==> config.mk <==
export PLATFORM = sky130hd
export DESIGN_NAME = hybrid_angle_sequencer
export DESIGN_NICKNAME = d
export VERILOG_FILES = /design/src/rtl/hybrid_seq_pkg.sv /design/src/rtl/sigma_boundary_detect.sv /design/src/rtl/hybrid_angle_sequencer.sv
export SDC_FILE = /design/constraint.sdc
export NUM_CORES = 1
export LEC_CHECK = 0
export CORE_MARGIN = 2
export CORE_UTILIZATION = 25
export DETAILED_ROUTE_END_ITERATION = 7
export PLACE_DENSITY = 0.46
export RECOVER_POWER = 100
export SLEW_MARGIN = 20
export SYNTH_ARGS = -nofsm -noshare
export SYNTH_HDL_FRONTEND = slang
export SYNTH_SLANG_ARGS = --single-unit
==> constraint.sdc <==
create_clock -name i_clock -period 4.45 [get_ports i_clock]
set_clock_uncertainty 0.1 [all_clocks]
set_input_delay 0.89 -clock i_clock [delete_from_list [all_inputs] [get_ports i_clock]]
set_output_delay 0.89 -clock i_clock [all_outputs]
set_load 0.01 [all_outputs]
==> src/rtl/hybrid_seq_pkg.sv <==
// Shared definitions for the hybrid theta/phi angle sequencer: state codes,
// sigma encodings and the clamp/step arithmetic helpers.
package hybrid_seq_pkg;

  localparam logic [1:0] ST_IDLE    = 2'b00;
  localparam logic [1:0] ST_PENDING = 2'b01;
  localparam logic [1:0] ST_APPLY   = 2'b10;

  typedef enum logic [1:0] {
    IDLE    = ST_IDLE,
    PENDING = ST_PENDING,
    APPLY   = ST_APPLY
  } state_t;

  typedef enum logic [1:0] {
    SIG_ZERO = 2'b00,
    SIG_POS  = 2'b01,
    SIG_NEG  = 2'b11
  } sigma_t;

  // Limit x to [lo, hi]; compared in 33 bits so no operand can wrap.
  function automatic logic signed [31:0] clamp32(input logic signed [31:0] x,
                                                 input logic signed [31:0] lo,
                                                 input logic signed [31:0] hi);
    logic signed [32:0] xe;
    logic signed [32:0] loe;
    logic signed [32:0] hie;
    xe  = {x[31], x};
    loe = {lo[31], lo};
    hie = {hi[31], hi};
    if (xe < loe)      return lo;
    else if (xe > hie) return hi;
    else               return x;
  endfunction

  // Move cur toward tgt by at most step, never overshooting.
  function automatic logic signed [31:0] step32(input logic signed [31:0] cur,
                                                input logic signed [31:0] tgt,
                                                input logic signed [31:0] step);
    logic signed [32:0] diff;
    logic signed [32:0] mag;
    logic signed [32:0] lim;
    logic signed [32:0] sum;
    diff = {tgt[31], tgt} - {cur[31], cur};
    lim  = {1'b0, step};
    mag  = (diff < 33'sd0) ? -diff : diff;
    if (mag > lim) mag = lim;
    sum = (diff < 33'sd0) ? ({cur[31], cur} - mag) : ({cur[31], cur} + mag);
    return sum[31:0];
  endfunction

endpackage

==> src/rtl/sigma_boundary_detect.sv <==
// Synchronizes the controller's sigma output and pulses for one cycle each
// time the synchronized value enters SIG_POS from any other code.
module sigma_boundary_detect (
  input  logic       i_clock,
  input  logic       i_RESET,
  input  logic [1:0] sigma,
  output logic       boundary_c
);
  import hybrid_seq_pkg::*;

  logic [1:0] sync1;
  logic [1:0] sync2;
  logic [1:0] prev;

  // Flops reset to SIG_POS so leaving reset never produces a boundary.
  always_ff @(posedge i_clock or negedge i_RESET) begin
    if (!i_RESET) begin
      sync1 <= SIG_POS;
      sync2 <= SIG_POS;
      prev  <= SIG_POS;
    end else begin
      sync1 <= sigma;
      sync2 <= sync1;
      prev  <= sync2;
    end
  end

  assign boundary_c = (sync2 == SIG_POS) && (prev != SIG_POS);

endmodule

==> src/rtl/hybrid_angle_sequencer.sv <==
// Schedules theta/phi target updates onto switching-period boundaries.
// Define HYBRID_SEQ_RAMP_EN for step-limited slewing (one step per period).
module hybrid_angle_sequencer #(
  parameter logic signed [31:0] THETA_INIT  = 32'sd135,
  parameter logic signed [31:0] PHI_INIT    = 32'sd0,
  parameter logic signed [31:0] THETA_MIN   = 32'sd90,
  parameter logic signed [31:0] THETA_MAX   = 32'sd180,
  parameter logic signed [31:0] PHI_MAX     = 32'sd45,
  parameter logic signed [31:0] STEP_THETA  = 32'sd1,
  parameter logic signed [31:0] STEP_PHI    = 32'sd1,
  parameter logic [31:0]        TIMEOUT_CYC = 32'd100000
) (
  input  logic               i_clock,
  input  logic               i_RESET,
  input  logic [1:0]         i_sigma,
  input  logic               i_req_valid,
  output logic               o_req_ready,
  input  logic signed [31:0] i_theta_tgt,
  input  logic signed [31:0] i_phi_tgt,
  output logic signed [31:0] o_theta,
  output logic signed [31:0] o_phi,
  output logic               o_busy,
  output logic               o_done,
  output logic               o_timeout,
  output logic [1:0]         o_state
);
  import hybrid_seq_pkg::*;

`ifdef HYBRID_SEQ_RAMP_EN
  localparam bit RAMP_EN = 1'b1;
`else
  localparam bit RAMP_EN = 1'b0;
`endif

  localparam logic signed [31:0] PHI_MIN = -PHI_MAX;

  state_t             state_q, state_d;
  logic               boundary_c;
  logic signed [31:0] tgt_theta_q, tgt_theta_d;
  logic signed [31:0] tgt_phi_q, tgt_phi_d;
  logic signed [31:0] theta_d, phi_d;
  logic signed [31:0] theta_next_c, phi_next_c;
  logic [31:0]        cnt_q, cnt_d;
  logic               timeout_d;
  logic               done_d;

  sigma_boundary_detect u_bnd (
    .i_clock    (i_clock),
    .i_RESET    (i_RESET),
    .sigma      (i_sigma),
    .boundary_c (boundary_c)
  );

  always_ff @(posedge i_clock or negedge i_RESET) begin
    if (!i_RESET) state_q <= IDLE;
    else          state_q <= state_d;
  end

  // Next-state and datapath update; the APPLY value is a full load or one step.
  always_comb begin
    state_d      = state_q;
    tgt_theta_d  = tgt_theta_q;
    tgt_phi_d    = tgt_phi_q;
    theta_d      = o_theta;
    phi_d        = o_phi;
    cnt_d        = cnt_q;
    timeout_d    = o_timeout;
    done_d       = 1'b0;
    theta_next_c = RAMP_EN ? step32(o_theta, tgt_theta_q, STEP_THETA) : tgt_theta_q;
    phi_next_c   = RAMP_EN ? step32(o_phi, tgt_phi_q, STEP_PHI) : tgt_phi_q;

    unique case (state_q)
      IDLE: begin
        if (i_req_valid && o_req_ready) begin
          tgt_theta_d = clamp32(i_theta_tgt, THETA_MIN, THETA_MAX);
          tgt_phi_d   = clamp32(i_phi_tgt, PHI_MIN, PHI_MAX);
          cnt_d       = '0;
          timeout_d   = 1'b0;
          state_d     = PENDING;
        end
      end
      PENDING: begin
        if (boundary_c) begin
          state_d = APPLY;
        end else if (cnt_q == TIMEOUT_CYC - 32'd1) begin
          timeout_d = 1'b1;
          state_d   = APPLY;
        end else if (cnt_q != '1) begin
          cnt_d = cnt_q + 32'd1;
        end
      end
      APPLY: begin
        theta_d = theta_next_c;
        phi_d   = phi_next_c;
        if ((theta_next_c == tgt_theta_q) && (phi_next_c == tgt_phi_q)) begin
          done_d  = 1'b1;
          state_d = IDLE;
        end else begin
          cnt_d   = '0;
          state_d = PENDING;
        end
      end
      default: state_d = IDLE;
    endcase
  end

  // Status outputs are registered from the next state so they track state_q.
  always_ff @(posedge i_clock or negedge i_RESET) begin
    if (!i_RESET) begin
      tgt_theta_q <= THETA_INIT;
      tgt_phi_q   <= PHI_INIT;
      o_theta     <= THETA_INIT;
      o_phi       <= PHI_INIT;
      cnt_q       <= '0;
      o_timeout   <= 1'b0;
      o_done      <= 1'b0;
      o_req_ready <= 1'b1;
      o_busy      <= 1'b0;
      o_state     <= ST_IDLE;
    end else begin
      tgt_theta_q <= tgt_theta_d;
      tgt_phi_q   <= tgt_phi_d;
      o_theta     <= theta_d;
      o_phi       <= phi_d;
      cnt_q       <= cnt_d;
      o_timeout   <= timeout_d;
      o_done      <= done_d;
      o_req_ready <= (state_d == IDLE);
      o_busy      <= (state_d != IDLE);
      o_state     <= state_d;
    end
  end

endmodule

Word level (Yosys, flattened, before mapping)
Cells that the tools add are included.

Word-level logic and storage cells: 56. Input port bits: 69. Output and inout port bits: 70. Flip-flop bits (word level): 172.

Magnitude comparators: 4. Reductions and logical operators: 9. Equality and inequality tests: 11. Add/subtract/negate cells: 1. Muxes and demuxes: 18.

Operators with widths (count): two-way mux 32 bit (8); one-hot mux 32 bit (2 select lines) (1); adder 32 x 1 -> 32 bit (second input constant) (1); == test 32 x 17 -> 1 bit (second input constant) (1); > comparator 32 x 7 -> 1 bit (second input constant) (1); > comparator 32 x 9 -> 1 bit (second input constant) (1); < comparator 32 x 7 -> 1 bit (second input constant) (1); < comparator 32 x 8 -> 1 bit (second input constant) (1); != test 32 bit (second input constant) (1); != test 2 bit (second input constant) (5); two-way mux 2 bit (3); AND reduction 5 bit (1); == test 2 x 1 -> 1 bit (second input constant) (2); zero test 2 bit (2); two-way mux 1 bit (4); one-hot mux 2 bit (2 select lines) (1); AND reduction 4 bit (1); nonzero test 2 bit (2); == test 2 bit (second input constant) (1); logical AND 1 bit (2); != test 2 x 1 -> 1 bit (second input constant) (1); one-hot mux 1 bit (2 select lines) (1); AND reduction 2 bit (1).

Logic depth before layout (Yosys ltp)
Gate-level depths: netlist of the first run.

Word-level depth: 5. Gate-level depth with buffers: 8. Mapped depth without buffers: 7.

Hierarchy
From an unflattened synthesis of the first run, not the netlist that was laid out.

Cells, all modules: 608. Area total of the unflattened synthesis: 7247.0 um^2.

Modules (own cells, without submodules): hybrid_angle_sequencer (cells an instance 600, instances 1, sequential area each 4165.2 um^2, area an instance 7066.8 um^2); sigma_boundary_detect (cells an instance 8, instances 1, sequential area each 153.9 um^2, area an instance 180.2 um^2).

Worst setup path before layout of the first run
Ideal clock, no wire load.

Path kind: input -> register. Start: input port i_req_valid. End: register cnt_q[6]. Buffers on the path: 2. Stages: 6. Setup time: 0.122 ns. Arrival: 2.428 ns. Setup slack: 1.800 ns. Data required time: 4.228 ns. Path through: or4bb_1 buf_2 and2_1 buf_4 or4_1 mux2i_1.

Cells in the longest elaborated chain, start to end: 3.

Ends and longest elaborated chain: start, declared (RTL line hybrid_angle_sequencer.sv:16) `input logic i_req_valid,`; logical AND 1 bit (RTL line hybrid_angle_sequencer.sv:74) `if (i_req_valid && o_req_ready) begin`; != test 2 bit (no source line); AND reduction 5 bit (no source line); end signal, assigned (RTL line hybrid_angle_sequencer.sv:125) `cnt_q <= cnt_d;`; end, declared (RTL line hybrid_angle_sequencer.sv:43) `logic [31:0] cnt_q, cnt_d;`.

No other way between the ends. A chain may end at the register's enable or synchronous reset.

Worst setup path after layout of the first run
Start: input port i_req_valid. End: register cnt_q[25].

Same word-level chain as after synthesis.

==> results.md, run 1 <==
* Status: finished, violations left
* Failing checks: max-capacitance violations, max-slew violations
* Final ANT Viol Nets at 0
* CTS tree: built
* Routed length per instance at 14.7 µm
* Vias/cell at 4.39
* Worst Path Arrival at 3.65 ns
* Setup Total Neg Slack at 0 ns
* Slew Limit Fails at 109
* Sequential area share after synthesis at 60.2%
* Total number of vias at 4958
* Slew margin rel. at -77.1%
* CP Cell Sequence: dlygate4sd3_1 > or4bb_1 > clkbuf_2 > nand2_1 > a31oi_1 > a41o_1
* Tcrit/Tclk final at 77.2%
* WHS at 0.266 ns
* 1st-pass router iterations at 5
* Worst slew pin tran at 2.66 ns
* Overall routed net length at 16600 µm
* Synth area leaders: dfrtp_1, mux2_2, dfstp_2
* Yosys top cell area share at 55.8%
* Detailed router's first-iteration violation count at 277
* Maximum vdd drop at 0.244 mV
* Crit path max fanout at 44
* Crit path launch type: input pin
* First-pass GRT wire length at 27500 µm
* FFs w/ async S/R, synth at 100%
* CP delay by family, top: simple AND/OR/NAND/NOR gates
* Worst path bufs/invs at 2
* Distinct cell type count after synthesis at 53
* Layout cells sized above 1 at 16.0%
* Post-synthesis instance area at 0.00717 mm²
* PortBufs at 138
* Die Y at 173 µm
* Syn Nets at 673
* ANT cells at 0
* Post-synth top area cell: dfrtp_1
* Clk slew on worst S/H paths at 0.07 ns
* Grt ovf at 0
* Gpl congestion at 0.759
* Post-Syn Instances at 603
* # DRC at 0
* I/O pins at 139
* Root Buffer: clkbuf_16
* Final period demand of the worst path at 3.44 ns
* Final hold vios at 0
* Power per Cell Area at 491 mW/mm²
* Leakage power at 4.30 nW
* Final Setup Violations at 0
* Die ar. at 0.0300 mm²
* Synth Register Bits at 172
* Starting Density at 25.6%
* Largest net degree at the start of global routing at 106
* Post-CTS sizing at 0
* Hold crit path type: reg2reg
* Longest Clk Path Bufs at 2
* Vias in the first global route at 5120
* Synth Warn # at 0
* Clk_lat worst skew at 0.42 ns
* Postcts setup bufs at 0
* CTS Buf Count at 17
* P&R area growth vs syn at 32.8%
* Required time of the critical path at 4.66 ns
* Post-CTS Hold Fix Bufs at 0
* Ys flop type: dfrtp_1
* Aggregate global-route resource usage at 11.5%
* Worst setup path category: in2reg
* Cell Area, Placed at 0.00898 mm²
* Final HPWL DP at 10900 µm
* Slowest CP cell: or4bb_1
* Unrepaired setup endpoints after global routing: no
* Core Footprint at 0.0280 mm²
* Slowest stage delay, CP at 1.02 ns
* Syn Area/Cell at 11.9 µm²
* Maxcap violations at 2
* FP Rows at 61
* Design area at 0.00952 mm²
* # H-tree levels at 4
* Final net count at 808
* Post-synth EDFFs at 0
* Die X at 173 µm
* F_max at 291 MHz
* CP endpoint kind: register
* Antenna violations before repair at 0
* CTS Sinks at 172
-- power by group --
group	internal [mW]	total (mW)	switching, mW	leakage, nW
combinational	0.540	1.08	0.542	1.78
clock	0.760	1.48	0.718	0.293
sequential	1.93	2.11	0.185	2.23
total	3.23	4.67	1.45	4.30
-- path summary, 6_finish.rpt --
check,from,endpoint,slack [ns],cells past startpoint
max in group asynchronous,i_RESET,phi_next_c[10]$_DFFE_PN0P_,1.29,2
worst min-delay path,u_bnd.sync1[1]$_DFF_PN0_,u_bnd.sync2[1]$_DFF_PN0_,0.27,0
worst max register to register,o_state[1]$_DFF_PN0_,o_phi[1]$_DFFE_PN0P_,1.24,3
min in group asynchronous,i_RESET,u_bnd.prev[1]$_DFF_PN0_,1.20,1
worst min register to register,u_bnd.sync1[1]$_DFF_PN0_,u_bnd.sync2[1]$_DFF_PN0_,0.27,0
worst max-delay path,i_req_valid,cnt_q[25]$_DFFE_PN0P_,1.01,6
-- synthesized netlist by cell type, types with 2 or more instances --
master / count
a211oi_1: 3
o22a_1: 4
buf_4: 3
and4_1: 2
nand2b_1: 6
or4bb_1: 2
nand4_1: 18
and3_1: 9
o21a_1: 5
nand3_1: 13
nand2_1: 82
or4_1: 8
xnor2_1: 15
a31oi_1: 3
o32a_1: 2
or3_1: 6
dfrtp_1: 160
buf_2: 5
a21oi_1: 10
buf_1: 5
clkbuf_1: 16
a2111oi_1: 3
nor2b_1: 4
a2111oi_0: 4
mux2_2: 64
inv_1: 12
nor3_1: 7
a2111oi_4: 2
dfstp_2: 12
a211o_1: 2
mux2i_1: 4
o21ai_0: 17
and2_1: 28
nor2_1: 33
nor4_1: 16
-- cells by family (layout without fill, tap and decap cells) --
logic type	count (synthesis)	in the layout	share of synthesized area, %
XOR/XNOR	15	15	1.83
flip-flops	172	172	60.2
buffers and inverters	43	191	2.62
adder cells (fa/ha/maj)	1	1	0.174
multiplexers	68	68	10.6
AND/OR/NAND/NOR	240	240	17.6
AO/OA/AOI/OAI	64	64	6.91
-- per-layer routing --
metal / track usage, % / wire length, µm
met5: 0 / 0
met2: 17.7 / 7400
met3: 3.82 / 1030
met4: 3.25 / 120
met1: 15.4 / 8010
-- flip-flops by register name, indices dropped and copies added (netlist names) --
register	flops
cnt_q	32
o_phi	32
o_theta	32
phi_next_c	32
tgt_theta_q	32
o_state	2
u_bnd.prev	2
u_bnd.sync1	2
u_bnd.sync2	2
o_busy	1
o_done	1
o_req_ready	1
o_timeout	1
-- worst reg2reg max path: stages, from the launching register on --
cell      delay [ns]
dfrtp_1         0.43
nor2b_1         0.66
clkbuf_2        1.38
mux2_2          0.53
-- area by class of cell --
cell class / instances / area [µm²]
fillers: 2846 / 18500
flip-flops and latches: 172 / 4320
multi-input cells: 388 / 2640
repair buffers: 147 / 1440
well taps: 378 / 473
clock buffers: 17 / 425
clock inverters: 15 / 174
inverters: 12 / 45.0
-- cells in the final DEF, fill, tap and decap left out, types with 4 or more instances in the layout --
master	instances
nand2_1	82
a2111oi_0	7
nand2b_1	6
and2_1	11
nor3_1	7
nand4_1	18
inv_1	12
nor4_1	17
or3_1	6
and3_1	9
dfstp_2	11
clkinv_4	4
and2_0	17
dlygate4sd3_1	73
mux2_2	64
a21oi_1	10
nor2_1	33
nor2b_1	4
o22a_1	4
inv_8	5
clkbuf_16	17
or4_1	8
clkbuf_1	4
dfrtp_1	160
o21a_1	5
mux2i_1	4
xnor2_1	15
nand3_1	13
clkdlybuf4s50_1	64
o21ai_0	17
clkinv_8	4
-- stage by stage --
step	std cells	setup WS [ns]	utilization, %	total power, mW
final	1129	1.01	34.0	4.67
after global routing	1129	0.697	34.0	5.00
after CTS	1128	1.27	34.2	4.87
after detailed placement	1096	0.831	32.1	3.35
after global placement	1096	0.840	32.1	3.35
after floorplan	603	1.80	-	2.71
Power figures use the tool's default switching activity.
==> run 2: changes to the inputs <==
--- a/config.mk
+++ b/config.mk
@@ -8,7 +8,7 @@
 export CORE_MARGIN = 2
 export CORE_UTILIZATION = 25
 export DETAILED_ROUTE_END_ITERATION = 7
-export PLACE_DENSITY = 0.46
+export PLACE_DENSITY = 0.48
 export RECOVER_POWER = 100
 export SLEW_MARGIN = 20
 export SYNTH_ARGS = -nofsm -noshare
==> constraint.sdc (replaced) <==
create_clock -name i_clock -period 2.91 [get_ports i_clock]
set_clock_uncertainty 0.1 [all_clocks]
set_input_delay 0.582 -clock i_clock [delete_from_list [all_inputs] [get_ports i_clock]]
set_output_delay 0.582 -clock i_clock [all_outputs]
set_load 0.01 [all_outputs]
==> run 2 against run 1 <==
Effect of this change: sequential power increased by 54%; sequential share of layout area shrank 0.91 points; design area grew 2.0%; critical path depth up 1; non-clock buffer count up 18; the flow still finishes with violations (max-capacitance violations, max-slew violations); global-route usage is 0.22 points higher; count of clock-buffer cells in the layout up 2.
==> results.md, run 2 (synthesized netlist as in run 1, its figures left out) <==
* Worst setup path category: in2reg
* Overall routed net length at 16700 µm (+0.75%)
* Detailed router's first-iteration violation count at 255 (-7.9%)
* PortBufs at 138 (unchanged)
* Power per Cell Area at 771 mW/mm² (+57%)
* Worst Path Arrival at 2.82 ns (-0.83 ns)
* Crit path launch type: input pin
* Total number of vias at 5090 (+2.7%)
* ANT cells at 0 (unchanged)
* Largest net degree at the start of global routing at 94 (-11%)
* Maximum vdd drop at 0.372 mV (+53%)
* Starting Density at 25.6% (unchanged)
* Worst slew pin tran at 1.51 ns (-1.14 ns)
* Die X at 173 µm (unchanged)
* Post-CTS sizing at 0 (unchanged)
* Slew margin rel. at -0.779% (+76 points)
* Die Y at 173 µm (unchanged)
* Worst Hold Endpoint: u_bnd.sync2[1]$_DFF_PN0_
* Setup crit start: i_req_valid
* Hold crit path type: reg2reg
* Clk_lat worst skew at 0.42 ns (about the same)
* Leakage power at 4.42 nW (+2.6%)
* Slowest CP cell: or4bb_2
* FP Rows at 61 (unchanged)
* Vias/cell at 4.44 (+1.1%)
* Final Setup Violations at 0 (unchanged)
* Hold Path Depth at 0 (unchanged)
* Required time of the critical path at 3.10 ns (-1.56 ns)
* Post-CTS Hold Fix Bufs at 1 (+1)
* WHS at 0.251 ns (-0.0142 ns)
* Hold Path Origin: u_bnd.sync1[1]$_DFF_PN0_
* Grt ovf at 0 (unchanged)
* I/O pins at 139 (unchanged)
* Cells on worst reg2reg path at 7 (+4)
* Routed length per instance at 14.6 µm (-0.75%)
* Unrepaired setup endpoints after global routing: no
* Maxcap violations at 1 (-1)
* R2r setup slk at 0.33 ns (-0.91 ns)
* Most common cell after layout, fill and taps aside: dfrtp_1
* Most frequent cells in the layout: dfrtp_1, nand2_1, dlygate4sd3_1
* F_max at 379 MHz
* Aggregate global-route resource usage at 11.7% (+0.22 points)
* First-pass GRT wire length at 28200 µm (+2.5%)
* CTS Buf Count at 17 (unchanged)
* CTS tree: built
* Total power at 7.49 mW (+60%)
* CP endpoint kind: register
* Critical R2R Capture: cnt_q[18]$_DFFE_PN0P_
* Antenna violations before repair at 0 (unchanged)
* Design area at 0.00971 mm² (+2.0%)
* Reg2reg start: cnt_q[28]$_DFFE_PN0P_
* Postcts setup bufs at 0 (unchanged)
* Status: finished, violations left
* Final net count at 826 (+2.2%)
* Slew Limit Fails at 23 (-79%)
* Slowest stage delay, CP at 0.66 ns (-0.36 ns)
* CP Cell Sequence: dlygate4sd3_1 > or4bb_2 > buf_4 > buf_1 > a2111oi_0 > xnor2_1 > nor2_1
* Clk slew on worst S/H paths at 0.07 ns (about the same)
* Final period demand of the worst path at 2.64 ns
* Gpl congestion at 0.749 (-1.3%)
* Final hold vios at 0 (unchanged)
* # H-tree levels at 4 (unchanged)
* Longest Clk Path Bufs at 2 (unchanged)
* Crit path max fanout at 6 (-86%)
* Core Footprint at 0.0280 mm² (unchanged)
* Vias in the first global route at 5213 (+1.8%)
* Failing checks: max-capacitance violations, max-slew violations
* Layout cells sized above 1 at 17.3% (+1.3 points)
* Final HPWL DP at 11200 µm (+3.1%)
* Final ANT Viol Nets at 0 (unchanged)
* CTS Sinks at 172 (unchanged)
* P&R area growth vs syn at 35.5%
* Die ar. at 0.0300 mm² (unchanged)
* Cell Area, Placed at 0.00918 mm² (+2.2%)
* Root Buffer: clkbuf_16
* # DRC at 0 (unchanged)
* 1st-pass router iterations at 6 (+1)
* Tcrit/Tclk final at 90.6%
## run 2: cell types whose count changed in the layout (fill, tap and decap cells not counted), sizes merged
| cell | delta |
|---|---|
| bufinv | +4 |
| inv | +1 |
| clkbuf | +5 |
| dlygate4sd3 | +1 |
| buf | +14 |
| clkinv | -8 |
## run 2: critical path, delay by kind of cell
kind	cells	cell delay [ns]
buf+inv	3	0.85
simple gates	2	0.71
compound gates	1	0.50
xor+xnor	1	0.18
## run 2: final cells by class
class / instances / area (µm²)
sequential: 172 / 4320
timing repair buffer: 165 / 1590
clock buffer: 19 / 453
tap: 378 / 473
multi-input combinational: 388 / 2630
clock inverter: 12 / 195
inverter: 12 / 45.0
fill: 2821 / 18300
## run 2: layer usage
metal	global-route usage [%]	up-vias	share of wire [%]
li1	-	2427	-
met1	15.8	2540	48
met2	18.1	110	46
met3	3.84	13	5.5
met4	3.14	0	1.1
met5	0	-	0
## run 2: how the worst max path moves through the flow
| stage | to | cells past startpoint |
|---|---|---|
| final | cnt_q[10]$_DFFE_PN0P_ | 7 |
| after global routing | cnt_q[17]$_DFFE_PN0P_ | 7 |
| after CTS | cnt_q[18]$_DFFE_PN0P_ | 7 |
| after detailed placement | cnt_q[17]$_DFFE_PN0P_ | 7 |
| after global placement | cnt_q[9]$_DFFE_PN0P_ | 6 |
| after floorplan | cnt_q[6]$_DFFE_PN0P_ | 6 |
## run 2: through the flow
step	utilization, %	setup slack, ns	setup TNS, ns	instances
after floorplan	-	0.568	0	603
final	34.7	0.274	0	1146
after CTS	35.1	0.321	0	1146
after detailed placement	32.8	-0.118	-0.428	1114
after global routing	34.7	0.143	0	1146
after global placement	32.8	-0.0839	-0.258	1114
## run 2: power by group
part | switching [mW] | internal (mW)
registers | 0.291 | 2.95
logic | 0.841 | 0.889
clock network | 1.01 | 1.51
==> run 3: changes to the inputs <==
--- a/config.mk
+++ b/config.mk
@@ -5,11 +5,11 @@
 export SDC_FILE = /design/constraint.sdc
 export NUM_CORES = 1
 export LEC_CHECK = 0
-export CORE_MARGIN = 2
 export CORE_UTILIZATION = 25
 export DETAILED_ROUTE_END_ITERATION = 7
+export GPL_ROUTABILITY_DRIVEN = 1
 export PLACE_DENSITY = 0.48
-export RECOVER_POWER = 100
+export RECOVER_POWER = 25
 export SLEW_MARGIN = 20
 export SYNTH_ARGS = -nofsm -noshare
 export SYNTH_HDL_FRONTEND = slang
==> run 3 against run 2 <==
Effect of this change: count of clock-buffer cells in the layout unchanged; critical path depth stayed put; sequential cell count stayed put; wire length up 0.65%; global-route usage is 0.68 points higher; worst hold slack better by 0.0091 ns; die area decreased by 2.3%; the run still ends with max-capacitance violations, max-slew violations left; critical endpoint is now cnt_q[18]$_DFFE_PN0P_.
==> results.md, run 3 (synthesized netlist as in run 1, its figures left out) <==
* 1st-pass router iterations at 4 (-2)
* F_max at 385 MHz (+1.4%)
* Die Y at 171 µm (-1.2%)
* Antenna violations before repair at 0 (unchanged)
* Detailed router's first-iteration violation count at 286 (+12%)
* Setup Total Neg Slack at 0 ns (unchanged)
* Comb pwr share at 25.7% (+2.6 points)
* Hold Path Origin: u_bnd.sync1[1]$_DFF_PN0_
* Most common cell after layout, fill and taps aside: dfrtp_1
* ANT cells at 0 (unchanged)
* Internal at 5.16 mW (-3.4%)
* # H-tree levels at 4 (unchanged)
* P&R area growth vs syn at 35.7%
* Hold Path Depth at 0 (unchanged)
* # DRC at 0 (unchanged)
* Power per Cell Area at 754 mW/mm² (-2.2%)
* Core Footprint at 0.0280 mm² (unchanged)
* Longest Clk Path Bufs at 2 (unchanged)
* WHS at 0.261 ns (+0.00914 ns)
* Slew Limit Fails at 66 (+190%)
* Failing checks: max-capacitance violations, max-slew violations
* Gpl congestion at 0.786 (+4.9%)
* Clk slew on worst S/H paths at 0.07 ns (about the same)
* NetSw at 2.17 mW (+1.2%)
* Final Setup Violations at 0 (unchanged)
* Grt ovf at 0 (unchanged)
* Die ar. at 0.0294 mm² (-2.3%)
* Layout cells sized above 1 at 18.8% (+1.5 points)
* Unrepaired setup endpoints after global routing: no
* Crit path max fanout at 13 (+7)
* FP Rows at 61 (unchanged)
* CTS tree: built
* Crit path launch type: register
* CP endpoint kind: register
* Required time of the critical path at 3.13 ns (+0.03 ns)
* CP delay by family, top: simple AND/OR/NAND/NOR gates
* Reg2reg start: cnt_q[24]$_DFFE_PN0P_
* Critical R2R Capture: cnt_q[18]$_DFFE_PN0P_
* Aggregate global-route resource usage at 12.4% (+0.68 points)
* Vias/cell at 4.41 (-0.64%)
* Worst setup margin at 0.311 ns (+0.0368 ns)
* Clk pwr share at 30.1% (-3.6 points)
* Die X at 171 µm (-1.2%)
* Worst slew pin tran at 1.62 ns (+0.109 ns)
* Switching Fraction at 29.6% (+0.95 points)
* Worst Path Arrival at 2.82 ns (about the same)
* Status: finished, violations left
* Flop pwr share at 44.2% (+1.0 points)
* Final period demand of the worst path at 2.60 ns (-0.0368 ns)
* Starting Density at 25.6% (unchanged)
* CTS Sinks at 172 (unchanged)
* Clk_lat worst skew at 0.42 ns (about the same)
* Vias in the first global route at 5158 (-1.1%)
* DP Worst Slack at -0.0592 ns (+0.0585 ns)
* Final ANT Viol Nets at 0 (unchanged)
* Final HPWL DP at 11300 µm (+1.0%)
* PortBufs at 138 (unchanged)
* Overall routed net length at 16800 µm (+0.65%)
* Final net count at 827 (+0.12%)
* Slowest stage delay, CP at 0.59 ns (-0.07 ns)
* Tcrit/Tclk final at 89.3% (-1.3 points)
* CTS Buf Count at 17 (unchanged)
* Worst path bufs/invs at 1 (-2)
* Slew margin rel. at -8.07% (-7.3 points)
* CP Cell Sequence: or4_1 > nor4_4 > a21bo_4 > a2111oi_4 > buf_4 > and3_1 > o21a_1
* Maxcap violations at 1 (unchanged)
* Worst Hold Endpoint: u_bnd.sync2[1]$_DFF_PN0_
* I/O pins at 139 (unchanged)
* Hold crit path type: reg2reg
* Slowest CP cell: or4_1
* Most frequent cells in the layout: dfrtp_1, clkdlybuf4s50_1, nand2_1
* Routed length per instance at 14.6 µm (+0.47%)
* Leakage power at 4.27 nW (-3.3%)
* Post-CTS sizing at 0 (unchanged)
* R2r setup slk at 0.31 ns (-0.02 ns)
* Root Buffer: clkbuf_16
* Cells on worst reg2reg path at 7 (unchanged)
* Largest net degree at the start of global routing at 66 (-30%)
* Worst setup path category: reg2reg
* Total number of vias at 5066 (-0.47%)
* Final hold vios at 0 (unchanged)
* First-pass GRT wire length at 28200 µm (about the same)
* Maximum vdd drop at 0.390 mV (+4.8%)
==> run 3: worst max path at each step <==
stage                                     start               endpoint  slack [ns]  cells after the start
after floorplan                     i_req_valid   cnt_q[6]$_DFFE_PN0P_        0.57                      6
after global placement              i_req_valid   cnt_q[9]$_DFFE_PN0P_       -0.07                      6
after detailed placement            i_req_valid   cnt_q[9]$_DFFE_PN0P_       -0.06                      6
after CTS                 cnt_q[24]$_DFFE_PN0P_  cnt_q[18]$_DFFE_PN0P_        0.32                      7
after global routing      cnt_q[28]$_DFFE_PN0P_  cnt_q[18]$_DFFE_PN0P_        0.17                      7
final                     cnt_q[24]$_DFFE_PN0P_  cnt_q[18]$_DFFE_PN0P_        0.31                      7
==> run 3: stage by stage <==
step | power (mW) | utilization [%] | cells | cell area [µm²]
CTS | 7.49 | 34.8 | 1148 | 9750
global placement | 5.19 | 32.7 | 1115 | 9170
global route | 7.80 | 34.7 | 1148 | 9730
detailed placement | 5.21 | 32.7 | 1115 | 9170
finish | 7.34 | 34.7 | 1148 | 9730
floorplan | 4.14 | - | 603 | 7170
==> run 3: timing repair <==
action | CTS | global route
setup buffers | 0 | 0
hold buffers | 1 | 0
endpoints found under the hold margin | 2 | 0
==> run 3: layer usage <==
metal	track usage [%]	vias to the layer above	part of all wire, %
met5	0	-	0
met4	4.43	0	1.3
met3	3.59	16	5.5
met2	19.0	117	44
met1	16.5	2496	49
li1	-	2437	-
==> run 3: power by group through the flow <==
| stage | sequential, mW | clock [mW] | combinational (mW) |
|---|---|---|---|
| 3_3_place_gp | 3.29 | 0 | 1.90 |
| 3_5_place_dp | 3.30 | 0 | 1.91 |
| 5_1_grt | 3.33 | 2.39 | 2.08 |
| 6_report | 3.24 | 2.21 | 1.88 |
| 4_1_cts | 3.26 | 2.30 | 1.92 |
| 2_1_floorplan | 3.33 | 0 | 0.810 |
==> run 3: layout make-up <==
type,instances,area [µm²]
Fill cell,2807,18300
Sequential cell,172,4320
Multi-Input combinational cell,388,2690
Timing Repair Buffer,166,1640
Tap cell,378,473
Clock buffer,19,433
Clock inverter,13,135
Inverter,12,45.0
